### src/rtl/rv32i_pkg.sv
// Shared definitions for the register scoreboard.
//   NUM_REGS      architectural register count (x0 is hard-wired zero)
//   DEF_CNT_W     default width of each per-register in-flight writer counter
//   REG_IDX_W     register index width
//   sb_event_t    one issue or writeback event: valid, reg_write, is_load, rd
//   iss_hit()     true when an issue event targets register r
//   wb_hit()      true when a writeback event targets register r
package rv32i_pkg;

  localparam int NUM_REGS  = 32;
  localparam int DEF_CNT_W = 2;
  localparam int REG_IDX_W = 5;

  typedef struct packed {
    logic                 valid;
    logic                 reg_write;
    logic                 is_load;
    logic [REG_IDX_W-1:0] rd;
  } sb_event_t;

  // An issue only counts if it actually writes a register other than x0.
  function automatic logic iss_hit(input sb_event_t ev, input logic [REG_IDX_W-1:0] r);
    return ev.valid && ev.reg_write && (ev.rd != '0) && (ev.rd == r);
  endfunction

  // Writebacks carry no reg_write qualifier; rd=0 is ignored.
  function automatic logic wb_hit(input sb_event_t ev, input logic [REG_IDX_W-1:0] r);
    return ev.valid && (ev.rd != '0) && (ev.rd == r);
  endfunction

endpackage

### src/rtl/scoreboard_entry.sv
// One register's scoreboard state: in-flight writer counter plus load bit.
// Ports:
//   clk, rst      clock and synchronous active-high reset
//   flush         pipeline redirect; only pending loads survive it
//   iss_cnt       number of issue events hitting this register (0..2)
//   iss_load      at least one of those issues is a load
//   wb_cnt        number of writeback events hitting this register (0..2)
//   wb_load       at least one of those writebacks is a load
//   busy          counter is non-zero (registered)
//   load_pending  a load to this register is outstanding (registered)
//   err_pulse     this cycle's update overflowed or underflowed (combinational)
module scoreboard_entry #(
  parameter int CNT_W = 2
) (
  input  logic       clk,
  input  logic       rst,
  input  logic       flush,
  input  logic [1:0] iss_cnt,
  input  logic       iss_load,
  input  logic [1:0] wb_cnt,
  input  logic       wb_load,
  output logic       busy,
  output logic       load_pending,
  output logic       err_pulse
);

  logic [CNT_W-1:0] cnt;
  logic [CNT_W-1:0] cnt_next;
  logic             load_q;
  logic             load_next;
  // Two extra bits: one for the +2 headroom, one as the sign of a -2 result.
  logic [CNT_W+1:0] sum;

  always_comb begin
    sum       = {2'b00, cnt} + {{CNT_W{1'b0}}, iss_cnt} - {{CNT_W{1'b0}}, wb_cnt};
    cnt_next  = cnt;
    load_next = load_q;
    err_pulse = 1'b0;
    if (flush) begin
      // Issues are dropped; writebacks still retire the load bit. Whatever
      // load survives is the single remaining writer.
      load_next = load_q && !wb_load;
      cnt_next  = load_next ? CNT_W'(1) : '0;
    end else begin
      if (sum[CNT_W+1]) begin
        cnt_next  = '0;
        err_pulse = 1'b1;
      end else if (sum[CNT_W]) begin
        cnt_next  = '1;
        err_pulse = 1'b1;
      end else begin
        cnt_next  = sum[CNT_W-1:0];
      end
      // Set beats clear; a counter reaching zero always drops the load bit.
      load_next = iss_load || (load_q && !wb_load);
      if (cnt_next == '0) begin
        load_next = 1'b0;
      end
    end
  end

  always_ff @(posedge clk) begin
    if (rst) begin
      cnt    <= '0;
      load_q <= 1'b0;
    end else begin
      cnt    <= cnt_next;
      load_q <= load_next;
    end
  end

  assign busy         = (cnt != '0);
  assign load_pending = load_q;

endmodule

### src/rtl/scoreboard.sv
// Register scoreboard for a dual-issue, dual-writeback pipeline.
// Tracks how many writers are in flight per register and which registers
// await a load. All outputs come from registered state.
// Ports:
//   clk, rst                  clock, synchronous active-high reset
//   flush                     redirect: kills in-flight non-load producers
//   iss0_* / iss1_*           issue events (valid, reg_write, is_load, rd)
//   wb0_* / wb1_*             writeback events (valid, is_load, rd)
//   busy_vec                  bit r: register r has an in-flight writer
//   load_pending_vec          bit r: an issued load to r has not written back
//   sb_error                  sticky counter overflow/underflow flag
module scoreboard
  import rv32i_pkg::*;
#(
  parameter int CNT_W    = DEF_CNT_W,
  parameter int NUM_REGS = rv32i_pkg::NUM_REGS
) (
  input  logic        clk,
  input  logic        rst,
  input  logic        flush,
  input  logic        iss0_valid,
  input  logic        iss0_reg_write,
  input  logic        iss0_is_load,
  input  logic [4:0]  iss0_rd,
  input  logic        iss1_valid,
  input  logic        iss1_reg_write,
  input  logic        iss1_is_load,
  input  logic [4:0]  iss1_rd,
  input  logic        wb0_valid,
  input  logic        wb0_is_load,
  input  logic [4:0]  wb0_rd,
  input  logic        wb1_valid,
  input  logic        wb1_is_load,
  input  logic [4:0]  wb1_rd,
  output logic [31:0] busy_vec,
  output logic [31:0] load_pending_vec,
  output logic        sb_error
);

  sb_event_t iss0, iss1, wb0, wb1;

  assign iss0 = '{valid: iss0_valid, reg_write: iss0_reg_write, is_load: iss0_is_load, rd: iss0_rd};
  assign iss1 = '{valid: iss1_valid, reg_write: iss1_reg_write, is_load: iss1_is_load, rd: iss1_rd};
  // Writebacks always write; reg_write is forced so the struct stays uniform.
  assign wb0  = '{valid: wb0_valid, reg_write: 1'b1, is_load: wb0_is_load, rd: wb0_rd};
  assign wb1  = '{valid: wb1_valid, reg_write: 1'b1, is_load: wb1_is_load, rd: wb1_rd};

  logic [31:1][1:0] iss_cnt;
  logic [31:1]      iss_load;
  logic [31:1][1:0] wb_cnt;
  logic [31:1]      wb_load;
  logic [31:1]      err_pulse;
  logic [31:1]      busy_bits;
  logic [31:1]      load_bits;

  // Per-register hit decode for both issue slots and both writeback ports.
  always_comb begin
    iss_cnt  = '0;
    iss_load = '0;
    wb_cnt   = '0;
    wb_load  = '0;
    for (int r = 1; r < 32; r++) begin
      logic h_i0, h_i1, h_w0, h_w1;
      h_i0 = iss_hit(iss0, 5'(r));
      h_i1 = iss_hit(iss1, 5'(r));
      h_w0 = wb_hit(wb0, 5'(r));
      h_w1 = wb_hit(wb1, 5'(r));
      iss_cnt[r]  = {1'b0, h_i0} + {1'b0, h_i1};
      iss_load[r] = (h_i0 && iss0.is_load) || (h_i1 && iss1.is_load);
      wb_cnt[r]   = {1'b0, h_w0} + {1'b0, h_w1};
      wb_load[r]  = (h_w0 && wb0.is_load) || (h_w1 && wb1.is_load);
    end
  end

  for (genvar r = 1; r < 32; r++) begin : g_entry
    if (r < NUM_REGS) begin : g_live
      scoreboard_entry #(.CNT_W(CNT_W)) u_entry (
        .clk          (clk),
        .rst          (rst),
        .flush        (flush),
        .iss_cnt      (iss_cnt[r]),
        .iss_load     (iss_load[r]),
        .wb_cnt       (wb_cnt[r]),
        .wb_load      (wb_load[r]),
        .busy         (busy_bits[r]),
        .load_pending (load_bits[r]),
        .err_pulse    (err_pulse[r])
      );
    end else begin : g_absent
      assign busy_bits[r] = 1'b0;
      assign load_bits[r] = 1'b0;
      assign err_pulse[r] = 1'b0;
    end
  end

  // x0 is never tracked.
  assign busy_vec         = {busy_bits, 1'b0};
  assign load_pending_vec = {load_bits, 1'b0};

  always_ff @(posedge clk) begin
    if (rst) begin
      sb_error <= 1'b0;
    end else if (|err_pulse) begin
      sb_error <= 1'b1;
    end
  end

endmodule
### config.mk
export PLATFORM = sky130hd
export DESIGN_NAME = scoreboard
export DESIGN_NICKNAME = d
export VERILOG_FILES = /design/src/rtl/rv32i_pkg.sv /design/src/rtl/scoreboard_entry.sv /design/src/rtl/scoreboard.sv
export SDC_FILE = /design/constraint.sdc
export NUM_CORES = 1
export LEC_CHECK = 0
export BUFFER_PORTS_ARGS = -buffer_cell sky130_fd_sc_hd__buf_4
export CAP_MARGIN = 20
export CORE_ASPECT_RATIO = 0.6
export CORE_MARGIN = 2
export CORE_UTILIZATION = 40
export DETAILED_ROUTE_END_ITERATION = 12
export PLACE_DENSITY = 0.7
export SYNTH_ARGS = -nofsm -noshare
export SYNTH_HDL_FRONTEND = slang
export SYNTH_SLANG_ARGS = --single-unit
### constraint.sdc
create_clock -name clk -period 5.5 [get_ports clk]
set_input_delay 1.1 -clock clk [delete_from_list [all_inputs] [get_ports clk]]
set_output_delay 1.1 -clock clk [all_outputs]
set_load 0.005 [all_outputs]
## Word-level counts from Yosys, hierarchy flattened

Index checks and enable logic that the tools add are counted.

| operators by class | value |
|---|---|
| add/subtract/negate cells | 124 |
| equality and inequality tests | 124 |
| multiplexer cells | 310 |
| reduce and logical (&&, ||, !) cells | 476 |

Operator list:

| operator | count |
|---|---|
| $eq 5x5->1 const B | 64 |
| $logic_and 1x1->1 | 285 |
| $mux 2 | 124 |
| $mux 1 | 186 |
| $eq 5x4->1 const B | 32 |
| $add 1x1->2 | 62 |
| $sub 4x2->4 | 31 |
| $add 2x2->3 | 31 |
| $logic_or 1x1->1 | 93 |
| $eq 5x3->1 const B | 16 |
| $logic_not 2->1 | 31 |
| $reduce_bool 2->1 | 31 |
| $eq 5x2->1 const B | 8 |
| $logic_not 1->1 | 31 |
| $reduce_or 31->1 | 1 |
| $eq 5x1->1 const B | 4 |
| $reduce_bool 5->1 | 4 |

| storage, ports and cells | value |
|---|---|
| register bits | 94 |
| output and inout bits | 65 |
| logic and storage cells | 1097 |

## Longest topological paths before layout

Gate-level depths: netlist of run 1.

| logic depth | value |
|---|---|
| depth in word-level cells | 12 |
| gate-level depth with buffers | 13 |
| depth with buffers taken out | 13 |

## Modules after synthesis

A second synthesis of run 1 with hierarchy kept.

| unflattened totals | value |
|---|---|
| cell total of the unflattened synthesis | 1280 |
| area total of the unflattened synthesis | 10759.1 µm² |

By module, submodules not included:

| module | times used | cells each | area an instance (µm²) | seq. area each (µm²) |
|---|---|---|---|---|
| scoreboard_entry | 31 | 28 | 262.8 | 60.1 |
| scoreboard | 1 | 412 | 2613.8 | 20.0 |

## Least setup slack after synthesis of run 1

Ideal clock, no wire load.

| timing | value |
|---|---|
| kind | input port to flip-flop |
| start point | input port iss0_rd[0] |
| end point | register sb_error |
| data arrival time | 4.092 ns |
| data required time | 5.359 ns |
| setup slack | 1.267 ns |
| cell stages on the path | 13 |
| cells stage by stage | or4_1 -> buf_2 -> nand2_1 -> nor2_1 -> fa_1 -> inv_1 -> fa_1 -> ha_1 -> xor2_1 -> nor4_1 -> nand4_1 -> nor4_1 -> a221oi_1 |

| on the way | value |
|---|---|
| cells in the longest elaborated chain, start to end | 10 |

RTL lines:

| item | line | source |
|---|---|---|
| from (decl) | scoreboard.sv:24 | `input logic [4:0] iss0_rd,` |
| $reduce_bool 5->1 | rv32i_pkg.sv:23 | `return ev.valid && ev.reg_write && (ev.rd != '0) && (ev.rd == r);` |
| $logic_and 1x1->1 (2 in a row) | rv32i_pkg.sv:23 |  |
| $add 1x1->2 | scoreboard.sv:68 | `iss_cnt[r] = {1'b0, h_i0} + {1'b0, h_i1};` |
| $add 2x2->3 | scoreboard_entry.sv:35 | `sum = {2'b00, cnt} + {{CNT_W{1'b0}}, iss_cnt} - {{CNT_W{1'b0}}, wb_cnt};` |
| $sub 4x2->4 | scoreboard_entry.sv:35 |  |
| $mux 1 | scoreboard_entry.sv:48 | `end else if (sum[CNT_W]) begin` |
| $mux 1 | scoreboard_entry.sv:45 | `if (sum[CNT_W+1]) begin` |
| $mux 1 | scoreboard_entry.sv:39 | `if (flush) begin` |
| $reduce_or 31->1 (*) | scoreboard.sv:103 | `end else if (\|err_pulse) begin` |
| to (signal assigned) | scoreboard.sv:102 | `sb_error <= 1'b0;` |
| to (signal assigned) | scoreboard.sv:104 | `sb_error <= 1'b1;` |
| to (decl) | scoreboard.sv:37 | `output logic sb_error` |

Every way passes the cells marked *; elsewhere a longest branch is shown, timed or not.
A chain may end at the register's enable or synchronous reset.

## Worst setup path in the final report of run 1

| timing | value |
|---|---|
| start point | input port iss1_rd[0] |
| end point | register sb_error |

| on the way | value |
|---|---|
| cells in the longest elaborated chain, start to end | 10 |

RTL lines:

| item | line | source |
|---|---|---|
| from (decl) | scoreboard.sv:28 | `input logic [4:0] iss1_rd,` |
| $reduce_bool 5->1 | rv32i_pkg.sv:23 |  |
| $logic_and 1x1->1 (2 in a row) | rv32i_pkg.sv:23 |  |
| $add 1x1->2 | scoreboard.sv:68 |  |
| $add 2x2->3 | scoreboard_entry.sv:35 |  |
| $sub 4x2->4 | scoreboard_entry.sv:35 |  |
| $mux 1 | scoreboard_entry.sv:48 |  |
| $mux 1 | scoreboard_entry.sv:45 |  |
| $mux 1 | scoreboard_entry.sv:39 |  |
| $reduce_or 31->1 (*) | scoreboard.sv:103 |  |

Marks and branches as above.

==> run metrics, run 1 <==
Cell Area, Synth=9790 µm²; gr usage total=27.7%; reg-to-reg endpoint=sb_error; CTS buffer count=9; routed wire length per instance=22.7 µm; Worst setup EP type=flip-flop; worst-case clock buffer depth=2; P_int=1210 µW; synthesized instance count=1,231; ANT nets after route=0; grt met3 use=11.8%; clock net sink count=94; share of cells above drive strength 1=15.7%; fin util=44.3%; Die Ht=125 µm; Clk Latency, worst-skew pair=0.37 ns; crit path cell chain=buf_4 -> or4_1 -> nand2_1 -> nor2_1 -> fa_1 -> inv_1 -> fa_1 -> ha_1 -> or2_2 -> o21ai_0 -> nand4_1 -> nor4_1 -> a221oi_1; final-stage net count=1,429; Seq pwr share=40.3%; Synth Register Bits=94; Die Footprint=25,800 µm²; post-synthesis cell type count=60; ANT cells=0; setup TNS=0 ns; RSZ-0062 raised after global routing=false; crit-path most repeated cell=fa_1; FP Rows=44; worst setup path start=iss1_rd[0]; # Post-CTS Setup Buffers=0; WP buf/inv=2; GR peak layer=met1; initial core utilization=40.6%; slew margin rel.=28.4%; total gr overflow=0; top cell type's share of synthesized area=19.2%; fmax=0.214 GHz; flop-to-flop setup slack=2.24 ns; clock skew=0.0112 ns; Psw=528 µW; max-cap violation count=0; most common cell after layout, fill and taps aside=nor2_1; worst vdd ir=0.000152 V; initial antenna violation count=0; Crit Path Max Fanout=9; commonest cells after routing, fill and taps aside=nor2_1, inv_1, buf_4, dfxtp_1, fa_1; Worst EP arrival=4.89 ns; Global Route met2 Usage=36.3%; sw frac=30.3%; vias per std cell=5.84; register area share after synthesis=19.2%; Mapped Avg Cell Area=7.95 µm²; worst setup path class=in -> reg; met1 Use GR=40.6%; combinational share of power=19.0%; Lkg Pwr=0.00428 µW; CTS hold repair buffers=0; synth top area cells=dfxtp_1, fa_1, ha_1; Clk pwr share=40.7%; Reg-to-Reg Start=g_entry[28].g_live.u_entry.cnt[0]; Port Buf Inserts=95; vias in the first global route=8,505; initial DRC count=1,310; final setup vio count=0; EDFF count, synth=0; Root Driver=clkbuf_16; first-pass GRT wire length=52,400 µm; CTS H-Tree Depth=3; Crit-path slowest cell=or4_1; FF-to-FF path depth=9; CP delay by family, top=simple AND/OR/NAND/NOR gates; Post-CTS Resized=0; Hold WC Path Type=reg -> reg; gpl congestion=1.03; Fin. Hold Viols=0; share of flip-flops with an asynchronous set or reset=0%; CTS tree=yes; min-delay src=g_entry[26].g_live.u_entry.load_pending; largest net degree at the start of global routing=66; Worst Max-Slew Pin Slew=1.07 ns; die width=206 µm; Hold Crit Endpoint=g_entry[26].g_live.u_entry.cnt[0]; Final Slew Violations=0; synthesis warning total=0; Routed WL=35,600 µm; Detailed Place HPWL=28,100 µm; hold slack=0.530 ns; Ports=98; DRC=0; Tcrit/Tclk final=85.0%; core area=24,100 µm²; Reg clk slew, reported paths=0.07 ns; routed via count=9,159; max incr delay on CP=0.68 ns; pwr dens=163 nW/µm²; area leader, netlist=dfxtp_1; area added between synthesis and finish=9.03%; required time at the worst-slack endpoint=5.71 ns; Tot Pwr=1740 µW; filler cell count=2,457; drt pass-1 iters=6; crit path time final=4.67 ns; hold depth=2; Main synth FF type=dfxtp_1; status=complete, no violations; Worst Setup Start Kind=input pin
layout make-up:
| type | instances | area, µm² | share of cell area [%] |
|---|---|---|---|
| Clock buffer | 10 | 239 | 2.24 |
| Clock inverter | 6 | 85.1 | 0.797 |
| Inverter | 151 | 567 | 5.31 |
| Multi-Input combinational cell | 875 | 6670 | 62.5 |
| Sequential cell | 94 | 1880 | 17.6 |
| Tap cell | 322 | 403 | 3.78 |
| Timing Repair Buffer | 110 | 826 | 7.74 |
flip-flops by register name (all words and copies together) (netlist names):
name	cells
g_entry.g_live.u_entry.load_pending	31
sb_error	1
g_entry.g_live.u_entry.cnt	62
power groups by stage:
stage	clock network, µW	logic, µW	registers, µW
after CTS	716	316	700
final	708	331	701
after floorplan	0	196	712
after global placement	0	311	716
after detailed placement	0	314	716
after global routing	739	348	701
worst min-delay path, cell delays in order (launching register included):
cell,delay (ns)
dfxtp_1,0.33
nand2_1,0.08
a211oi_1,0.07
per-stage QoR:
| stage | worst slack (ns) | cell area (µm²) | cells |
|---|---|---|---|
| 4_1_cts | 0.918 | 10700 | 1568 |
| 5_1_grt | 0.652 | 10700 | 1568 |
| 3_5_place_dp | 0.529 | 10300 | 1552 |
| 3_3_place_gp | 0.611 | 10300 | 1552 |
| 2_1_floorplan | 1.27 | 9790 | 1232 |
| 6_report | 0.825 | 10700 | 1568 |
cells in the mapped netlist, types with 9 or more instances:
cell type    n
nor3_1      10
nor2b_1     33
nand4_1     12
o22ai_1     35
a21oi_1     38
a31oi_1     16
a211oi_1    17
buf_2       10
a221oi_1    18
nor2_1     191
inv_1      150
nand2_1     83
ha_1        62
nand3_1     39
a22oi_1      9
or2_2       49
and2_1      12
fa_1        93
o221ai_1    14
nand2b_1    28
buf_4       64
dfxtp_1     94
a311oi_1     9
o21ai_0     19
clkbuf_1    38
worst max path at each step:
| stage | end | slack [ns] | depth (start not counted) |
|---|---|---|---|
| after floorplan | sb_error | 1.27 | 13 |
| after global placement | sb_error | 0.61 | 13 |
| after detailed placement | sb_error | 0.53 | 13 |
| after CTS | sb_error | 0.92 | 13 |
| after global routing | sb_error | 0.65 | 13 |
| final | sb_error | 0.83 | 13 |
cell families (layout without fill, tap and decap cells):
group                    after synthesis  in the layout  share of synthesized area [%]
AND/OR/NAND/NOR                      492            492                           24.4
buffers and inverters                263            277                           12.7
XOR/XNOR                              13             13                           1.16
flip-flops                            94             94                           19.2
adder cells (fa/ha/maj)              155            155                           26.9
multiplexers                           5              5                          0.537
AO/OA/AOI/OAI                        208            208                           15.0
other                                  1              2                         0.0383
per-layer routing:
metal | part of all wire (%) | wire length [µm]
met4 | 2.8 | 989
met1 | 43 | 15400
met2 | 39 | 13700
met3 | 15 | 5500
met5 | 0 | 0
Note: power is estimated with default switching activity, not from simulation.
==> inputs of run 2 (changes only) <==
--- a/config.mk
+++ b/config.mk
@@ -5,13 +5,14 @@
 export SDC_FILE = /design/constraint.sdc
 export NUM_CORES = 1
 export LEC_CHECK = 0
+export ABC_AREA = 1
 export BUFFER_PORTS_ARGS = -buffer_cell sky130_fd_sc_hd__buf_4
 export CAP_MARGIN = 20
 export CORE_ASPECT_RATIO = 0.6
 export CORE_MARGIN = 2
 export CORE_UTILIZATION = 40
 export DETAILED_ROUTE_END_ITERATION = 12
-export PLACE_DENSITY = 0.7
+export PLACE_DENSITY = 0.72
 export SYNTH_ARGS = -nofsm -noshare
 export SYNTH_HDL_FRONTEND = slang
 export SYNTH_SLANG_ARGS = --single-unit
==> constraint.sdc (replaced) <==
create_clock -name clk -period 3.9 [get_ports clk]
set_input_delay 0.78 -clock clk [delete_from_list [all_inputs] [get_ports clk]]
set_output_delay 0.78 -clock clk [all_outputs]
set_load 0.005 [all_outputs]
==> run metrics, run 2 <==
status=complete, no violations; share of flip-flops with an asynchronous set or reset=0%; Main synth FF type=dfxtp_1; EDFF count, synth=0; gpl congestion=0.998; clock skew=0.0132 ns; fin cells=1,907; Detailed Place HPWL=26,300 µm; final-stage net count=1,738; area added between synthesis and finish=9.45%; routed via count=9,720; first-pass GRT wire length=52,200 µm; Cell Area, Synth=10,500 µm²; CTS tree=yes; RSZ-0062 raised after global routing=false; Die Ht=129 µm; final setup vio count=0; flop-to-flop setup slack=1.20 ns; fmax=0.290 GHz; max-cap violation count=0; Tcrit/Tclk final=88.5%; die width=213 µm; Worst setup EP type=flip-flop; Fin. Hold Viols=0; Worst Setup Start Kind=input pin; register area share after synthesis=18.0%; post-synthesis cell type count=44; ANT nets after route=0; crit path time final=3.45 ns; worst setup path class=in -> reg; Crit Path Max Fanout=3; top cell type's share of synthesized area=18.0%; ANT cells=0; Mapped Avg Cell Area=6.86 µm²; Biggest register=g_entry.g_live.u_entry.cnt; most common cell after layout, fill and taps aside=nand2_1; CTS H-Tree Depth=3; worst-case clock buffer depth=2; core area=25,500 µm²; FF-to-FF path depth=17; Synth Register Bits=94; setup TNS=0 ns; vias in the first global route=9,563; total gr overflow=0; drt pass-1 iters=6; reg-to-reg endpoint=sb_error; initial core utilization=41.0%; most common cell in the netlist=nand2_1; Setup WS pre-CTS=0.0914 ns; area leader, netlist=dfxtp_1; max reg flops=62; Root Driver=clkbuf_16; hold depth=2; share of cells above drive strength 1=16.7%; routed wire length per instance=17.5 µm; Hold Crit Endpoint=g_entry[4].g_live.u_entry.cnt[0]; DRC=0; max incr delay on CP=0.53 ns; Reg clk slew, reported paths=0.08 ns; pwr dens=219 nW/µm²; Hold WC Path Type=reg -> reg; placed insts=1,891; Post-CTS Resized=0; worst vdd ir=0.000183 V; Crit-path slowest cell=fa_1; Port Buf Inserts=95; Worst Max-Slew Pin Slew=0.909 ns; top cells by count, synth=nand2_1, inv_1, nor2_1; CTS buffer count=9; Post-DP Area=11,100 µm²; initial antenna violation count=0; min-delay src=g_entry[4].g_live.u_entry.load_pending; fin worst setup slack=0.447 ns; Die Footprint=27,500 µm²; CTS hold repair buffers=0; synth top area cells=dfxtp_1, fa_1, nand2_1; vias per std cell=5.10; Clk Latency, worst-skew pair=0.39 ns; commonest cells after routing, fill and taps aside=nand2_1, inv_1, nor2_1, buf_4, dfxtp_1; clock net sink count=94; initial DRC count=871; FP Rows=45; Final Slew Violations=0; slew margin rel.=39.3%; gr usage total=25.3%; Worst EP arrival=3.74 ns; largest net degree at the start of global routing=67; Lkg Pwr=0.00516 µW; crit path cell chain=buf_4 -> inv_1 -> nand2_1 -> nor3_1 -> nand2_1 -> fa_1 -> inv_1 -> fa_1 -> inv_1 -> ha_1 -> inv_1 -> nand2_1 -> nand2_1 -> nor2_1 -> nand2_1 -> nor2_1 -> nand2_1 -> nor2_1 -> nand2_1 -> nand2_1 -> nand2_1; synthesis warning total=0; # Post-CTS Setup Buffers=0; Reg-to-Reg Start=g_entry[1].g_live.u_entry.cnt[0]; crit-path most repeated cell=nand2_1; final instance area=11,400 µm²; required time at the worst-slack endpoint=4.19 ns; Ports=98; synthesized instance count=1,525; Routed WL=33,400 µm
run 2: worst max path at each step:
stage / start / cells past startpoint / to
2_1_floorplan: iss0_rd[0] / 16 / sb_error
3_3_place_gp: iss0_rd[0] / 21 / sb_error
3_5_place_dp: iss0_rd[0] / 21 / sb_error
4_1_cts: iss0_rd[0] / 21 / sb_error
5_1_grt: iss0_rd[1] / 19 / sb_error
6_report: iss0_rd[0] / 21 / sb_error
run 2: layout make-up:
type                       instances  area, µm²
tap                              352        440
clock inverter                     4       70.1
inverter                         273       1020
fill                            2602      14100
clock buffer                      12        246
multi-input combinational       1053       6850
timing repair buffer             119        931
sequential                        94       1880
run 2: through the flow:
step           total power (µW)  util [%]  hold WS (ns)
2_1_floorplan              1320         -         0.446
3_3_place_gp               1480      43.6         0.497
3_5_place_dp               1490      43.6         0.497
4_1_cts                    2490      44.9         0.506
5_1_grt                    2580      44.9         0.526
6_report                   2500      44.9         0.502
run 2: cells by family after synthesis:
kind of cell | synth area share, %
AND/OR/NAND/NOR | 32.1
buffers and inverters | 16.5
adder cells (fa/ha/maj) | 25.2
AO/OA/AOI/OAI | 7.99
flip-flops | 18.0
XOR/XNOR | 0.0838
other | 0.0359
run 2: power by group:
part | internal [µW] | total (µW) | switching (µW) | leakage, µW
Sequential | 975 | 990 | 14.6 | 0.000761
Combinational | 167 | 495 | 328 | 0.00425
Clock | 578 | 1020 | 438 | 0.000157
run 2: metal layers:
layer	vias to the layer above	wire, µm	track usage, %
met5	-	0	0
met4	0	559	6.05
met3	50	4230	9.09
met2	478	14100	38.2
met1	4636	14500	34.5
li1	4556	-	-
run 2: critical path: cells and delay by family:
family / cells / cell delay, ns
buffers and inverters: 5 / 0.40
AND/OR/NAND/NOR: 13 / 1.47
adder cells (fa/ha/maj): 3 / 1.11
